### config.mk
export PLATFORM = sky130hd
export DESIGN_NAME = pmem_arbiter_flat
export DESIGN_NICKNAME = d
export VERILOG_FILES = /design/src/rtl/pmem_arbiter_pkg.sv /design/src/rtl/pmem_arbiter_if.sv /design/src/rtl/pmem_arbiter.sv /design/src/flat_wrapper.sv
export SDC_FILE = /design/constraint.sdc
export NUM_CORES = 1
export LEC_CHECK = 0
export ABC_AREA = 1
export BUFFER_PORTS_ARGS = -buffer_cell sky130_fd_sc_hd__buf_2
export CORE_AREA = 5 5 338 340
export CTS_BUF_LIST = sky130_fd_sc_hd__clkbuf_2
export DETAILED_ROUTE_END_ITERATION = 8
export DIE_AREA = 0 0 343 345
export GPL_TIMING_DRIVEN = 0
export SYNTH_ARGS = -nofsm -noshare
export SYNTH_HDL_FRONTEND = slang
export SYNTH_SLANG_ARGS = --single-unit
### constraint.sdc
create_clock -name clk -period 3 [get_ports clk]
set_input_delay 0.6 -clock clk [delete_from_list [all_inputs] [get_ports clk]]
set_output_delay 0.6 -clock clk [all_outputs]
set_load 0.05 [all_outputs]
### src/rtl/pmem_arbiter_pkg.sv
// Shared types for the L1-to-physical-memory arbiter: line/address widths and the
// grant state encoding.
package pmem_arbiter_pkg;

  localparam int unsigned ADDR_W = 12;
  localparam int unsigned DATA_W = 128;
  localparam int unsigned SEL_W  = 16;

  typedef logic [DATA_W-1:0] lc3b_line;
  typedef logic [ADDR_W-1:0] lc3b_line_addr;

  typedef enum logic [1:0] {
    IDLE,
    GNT_I,
    GNT_D,
    RELEASE
  } pmem_arb_state_t;

  typedef enum logic {
    LAST_I = 1'b0,
    LAST_D = 1'b1
  } gnt_src_t;

endpackage

### src/rtl/pmem_arbiter_if.sv
// Wishbone line-transfer bus: a cache master port or the physical memory port.
interface pmem_arbiter_if #(
  parameter int unsigned ADDR_W = pmem_arbiter_pkg::ADDR_W,
  parameter int unsigned DATA_W = pmem_arbiter_pkg::DATA_W,
  parameter int unsigned SEL_W  = pmem_arbiter_pkg::SEL_W
);

  logic              cyc;
  logic              stb;
  logic              we;
  logic [ADDR_W-1:0] adr;
  logic [SEL_W-1:0]  sel;
  logic [DATA_W-1:0] dat_m;
  logic              ack;
  logic [DATA_W-1:0] dat_s;

  modport master (
    output cyc, stb, we, adr, sel, dat_m,
    input  ack, dat_s
  );

  modport slave (
    input  cyc, stb, we, adr, sel, dat_m,
    output ack, dat_s
  );

endinterface

### src/rtl/pmem_arbiter.sv
// Two-master (I-cache, D-cache) to one-slave Wishbone arbiter with round-robin
// tie breaking and a one-cycle bus release after every completed line transfer.
module pmem_arbiter
  import pmem_arbiter_pkg::*;
(
  input  logic          clk,
  input  logic          rst,
  pmem_arbiter_if.slave  i,
  pmem_arbiter_if.slave  d,
  pmem_arbiter_if.master pm
);

  pmem_arb_state_t state_q, state_d;
  gnt_src_t        last_q, last_d;
  logic            i_req, d_req;

  assign i_req = i.cyc & i.stb;
  assign d_req = d.cyc & d.stb;

  always_ff @(posedge clk or posedge rst) begin
    if (rst) begin
      state_q <= IDLE;
      last_q  <= LAST_I;
    end else begin
      state_q <= state_d;
      last_q  <= last_d;
    end
  end

  always_comb begin
    state_d = state_q;
    last_d  = last_q;
    unique case (state_q)
      IDLE: begin
        // On a tie the master that did not win last time is served.
        if (i_req && d_req)
          state_d = (last_q == LAST_I) ? GNT_D : GNT_I;
        else if (i_req)
          state_d = GNT_I;
        else if (d_req)
          state_d = GNT_D;
        if (state_d == GNT_I) last_d = LAST_I;
        if (state_d == GNT_D) last_d = LAST_D;
      end
      GNT_I, GNT_D: begin
        if (pm.ack) state_d = RELEASE;
      end
      RELEASE: state_d = IDLE;
      default: state_d = IDLE;
    endcase
  end

  always_comb begin
    pm.cyc   = 1'b0;
    pm.stb   = 1'b0;
    pm.we    = 1'b0;
    pm.adr   = '0;
    pm.sel   = '0;
    pm.dat_m = '0;
    i.ack    = 1'b0;
    d.ack    = 1'b0;
    unique case (state_q)
      GNT_I: begin
        pm.cyc   = i.cyc;
        pm.stb   = i.stb;
        pm.we    = i.we;
        pm.adr   = i.adr;
        pm.sel   = i.sel;
        pm.dat_m = i.dat_m;
        i.ack    = pm.ack;
      end
      GNT_D: begin
        pm.cyc   = d.cyc;
        pm.stb   = d.stb;
        pm.we    = d.we;
        pm.adr   = d.adr;
        pm.sel   = d.sel;
        pm.dat_m = d.dat_m;
        d.ack    = pm.ack;
      end
      default: ;
    endcase
  end

  // Read data is broadcast; only the ack tells a cache the line is its own.
  assign i.dat_s = pm.dat_s;
  assign d.dat_s = pm.dat_s;

endmodule

### src/flat_wrapper.sv
// flat-port wrapper written by rule: the top's interface ports become plain ports
module pmem_arbiter_flat import pmem_arbiter_pkg::*;
  (clk, rst, i_cyc, i_stb, i_we, i_adr, i_sel, i_dat_m, i_ack, i_dat_s, d_cyc, d_stb, d_we, d_adr, d_sel, d_dat_m, d_ack, d_dat_s, pm_cyc, pm_stb, pm_we, pm_adr, pm_sel, pm_dat_m, pm_ack, pm_dat_s);
  pmem_arbiter_if #(.ADDR_W(ADDR_W), .DATA_W(DATA_W), .SEL_W(SEL_W)) i_i ();
  pmem_arbiter_if #(.ADDR_W(ADDR_W), .DATA_W(DATA_W), .SEL_W(SEL_W)) d_i ();
  pmem_arbiter_if #(.ADDR_W(ADDR_W), .DATA_W(DATA_W), .SEL_W(SEL_W)) pm_i ();
  input  logic clk;
  input  logic rst;
  input wire logic [$bits(i_i.cyc)-1:0] i_cyc;
  input wire logic [$bits(i_i.stb)-1:0] i_stb;
  input wire logic [$bits(i_i.we)-1:0] i_we;
  input wire logic [$bits(i_i.adr)-1:0] i_adr;
  input wire logic [$bits(i_i.sel)-1:0] i_sel;
  input wire logic [$bits(i_i.dat_m)-1:0] i_dat_m;
  output wire logic [$bits(i_i.ack)-1:0] i_ack;
  output wire logic [$bits(i_i.dat_s)-1:0] i_dat_s;
  input wire logic [$bits(d_i.cyc)-1:0] d_cyc;
  input wire logic [$bits(d_i.stb)-1:0] d_stb;
  input wire logic [$bits(d_i.we)-1:0] d_we;
  input wire logic [$bits(d_i.adr)-1:0] d_adr;
  input wire logic [$bits(d_i.sel)-1:0] d_sel;
  input wire logic [$bits(d_i.dat_m)-1:0] d_dat_m;
  output wire logic [$bits(d_i.ack)-1:0] d_ack;
  output wire logic [$bits(d_i.dat_s)-1:0] d_dat_s;
  output wire logic [$bits(pm_i.cyc)-1:0] pm_cyc;
  output wire logic [$bits(pm_i.stb)-1:0] pm_stb;
  output wire logic [$bits(pm_i.we)-1:0] pm_we;
  output wire logic [$bits(pm_i.adr)-1:0] pm_adr;
  output wire logic [$bits(pm_i.sel)-1:0] pm_sel;
  output wire logic [$bits(pm_i.dat_m)-1:0] pm_dat_m;
  input wire logic [$bits(pm_i.ack)-1:0] pm_ack;
  input wire logic [$bits(pm_i.dat_s)-1:0] pm_dat_s;
  assign i_i.cyc = i_cyc;
  assign i_i.stb = i_stb;
  assign i_i.we = i_we;
  assign i_i.adr = i_adr;
  assign i_i.sel = i_sel;
  assign i_i.dat_m = i_dat_m;
  assign i_ack = i_i.ack;
  assign i_dat_s = i_i.dat_s;
  assign d_i.cyc = d_cyc;
  assign d_i.stb = d_stb;
  assign d_i.we = d_we;
  assign d_i.adr = d_adr;
  assign d_i.sel = d_sel;
  assign d_i.dat_m = d_dat_m;
  assign d_ack = d_i.ack;
  assign d_dat_s = d_i.dat_s;
  assign pm_cyc = pm_i.cyc;
  assign pm_stb = pm_i.stb;
  assign pm_we = pm_i.we;
  assign pm_adr = pm_i.adr;
  assign pm_sel = pm_i.sel;
  assign pm_dat_m = pm_i.dat_m;
  assign pm_i.ack = pm_ack;
  assign pm_i.dat_s = pm_dat_s;
  pmem_arbiter u_core (.clk(clk), .rst(rst), .i(i_i), .d(d_i), .pm(pm_i));
endmodule
==> out/metrics.yaml <==
clocking:
  cts_max_level: 1
  clk_path_buf_depth: 2
  clk_latency_ps: 210
  cts_tree: "built"
  post-cts-setup-buffers: 0
  cts.clk_slew.worst_paths_ps: 50
  cts-hold-fix-buffers: 0
  cts.sinks: 3
  numCtsBuffers: 3
  root_buffer: "clkbuf_2"
route:
  drc_errors: 0
  wl_per_cell_um: 26.1
  vias_per_cell: 2.69
  dr.pass1.iters: 4
  drt_iter0_drc: 362
  num_vias: 8281
  detail_route.wirelength_um: 80400
  ant_nets: 0
cells_and_area:
  fillers: 13200
  seq_area_sq_um: 75.1
  drive_gt1_frac: 0.691
  fin_nets: 2019
  final_cell_mix: "buf_2, nand2_1, buf_4"
  multiInputGateArea_sq_um: 2340
  final_common_cell: "buf_2"
  final_core_util: 0.0946
  area_growth_pct: 133
timing:
  hold_viol_final: 0
  maxClockFrequency_mhz: 338
  setup_viol: 0
  maxSlewViolCount: 0
  whs_ps: 253
  tightest_slew_ps: 734
  period_share: 0.987
  clock_skew_ps: 5.58
  slew_headroom: 0.511
  period_minus_slack_ps: 2960
  tns_ps: 0
synthesis:
  synthCells: 824
  synth_nets: 1277
  synth_area_leader_cell: "buf_4"
  syn_area_per_cell_sq_um: 5.49
  yosys_warnings: 0
  netlist_area_sq_um: 4520
  ys_ff_latch: 3
  synthDistinctLibCells: 13
  synth_area_leaders: "buf_4, nand2_1, a21oi_1"
  yosysSeqAreaShare: 0.0166
  yosys.area.top_type_share: 0.443
critical_path:
  end_kind: "primary output"
  crit_path_frequent_cell: "buf_4"
  cp.buffers_inverters: 5
  critical_path_required_ps: 2400
  path_delay_family: "buffers and inverters"
  slowest_stage: "dfrtp_1"
  start_kind: "flop"
  critPathArrivalTime_ps: 2360
  crit_type: "reg2out"
  path_cells: "inv_1, ha_1, buf_2, buf_8, buf_4, nand2_1, a21oi_4, buf_4"
  r2r_slack_ps: 1680
  cpPeakStageDelay_ps: 410
  crit_fanout: 10
die:
  fp.dieW_um: 343
  ios: 866
  die_h_um: 345
  core_area_sq_um: 111000
  rows: 123
  start_util: 0.0407
  dieArea_sq_um: 118000
grt:
  met2_usage: 0.212
  grtUsageMet3: 0.0270
  antenna_found_initial: 30
  grt_usage: 0.127
  grt_pass1_wl_um: 96800
  grt_pass1_vias: 8257
  grt_max_degree: 11
  met1_usage: 0.176
  grt_overflow: 0
  top_usage_layer: "met2"
placed_design:
  routabilityCongestion: 0.859
  dp_hpwl_um: 76300
  io_buffers: 737
pwr:
  fin_total_pwr_mw: 12.4
  peakVddDrop_mv: 0.565
  pwr_density_cell_nw_per_um2: 1180
  p_leak_nw: 5.39
flow_run:
  drv_cap: 0
hold_path:
  hp-class: "in2async"
outcome:
  status: "completed"
==> synth_stat cells <==
cell,instances
a21oi_1,161
buf_2,26
buf_4,267
buf_6,12
clkbuf_1,4
dfrtp_1,3
ha_1,4
inv_1,8
inv_2,1
nand2_1,331
nand3_1,2
nor2_1,3
o21ai_0,2
==> registers in the layout (all words and copies together) (netlist names) <==
name	cells
u_core.last_q	1
u_core.state_q	2
==> report_power, final <==
part	switching [mW]	leakage (nW)	total (mW)	internal, mW
Combinational	9.78	5.33	12.3	2.47
Clock	0.0225	0.0167	0.0577	0.0352
Sequential	0.0156	0.0368	0.0775	0.0619
Total	9.82	5.39	12.4	2.57
==> per-layer routing <==
layer	routed length, um	up-vias
met4	796	8
met1	36700	3834
met2	36500	557
met5	55	-
met3	6270	59
li1	-	3823
==> path summary, 6_finish.rpt <==
kind / endpoint / from / cells after the start
worst min register to register: u_core.last_q$_DFFE_PP0P_ / u_core.last_q$_DFFE_PP0P_ / 2
worst max-delay path: pm_dat_m[27] / u_core.state_q[0]$_DFFE_PP0P_ / 8
min in group clk: u_core.last_q$_DFFE_PP0P_ / u_core.last_q$_DFFE_PP0P_ / 2
worst min-delay path: u_core.state_q[1]$_DFFE_PP0P_ / rst / 2
worst max register to register: u_core.last_q$_DFFE_PP0P_ / u_core.state_q[1]$_DFFE_PP0P_ / 7
max in group asynchronous: u_core.last_q$_DFFE_PP0P_ / rst / 2
==> stage by stage <==
step / instances / cell area [sq um] / worst slack (ps)
2_1_floorplan: 824 / 4520 / 520
3_3_place_gp: 3061 / 10100 / -172
3_5_place_dp: 3061 / 10100 / -163
4_1_cts: 3065 / 10400 / -3.12
5_1_grt: 3069 / 10500 / -7.14
6_report: 3074 / 10500 / 37.8
==> timing repair <==
item | in CTS | in global routing
resized for setup | 78 | 35
hold endpoints to repair | 0 | 0
endpoints found under the setup margin | 100 | 44
==> cell families after synthesis <==
family	count (synthesis)	synth area share
AO/OA/AOI/OAI	163	0.180
adder cells (fa/ha/maj)	4	0.0111
buffers and inverters	318	0.513
flip-flops	3	0.0166
AND/OR/NAND/NOR	336	0.279
==> area by class of cell <==
class	count	share of cell area
inverters	9	0.00321
plain buffers	309	0.220
repair buffers	737	0.364
multi-input cells	503	0.222
diodes	9	0.00214
flip-flops and latches	3	0.00714
well taps	1500	0.178
clock buffers	4	0.00190
==> worst reg2reg max path: cells and delay by family (launching register included) <==
family	cells	cell delay, ps
flip-flops	1	400
AND/OR/NAND/NOR	4	310
adder cells (fa/ha/maj)	1	280
buffers and inverters	1	110
AO/OA/AOI/OAI	1	90
No activity file was read; power rests on OpenSTA's default activity.
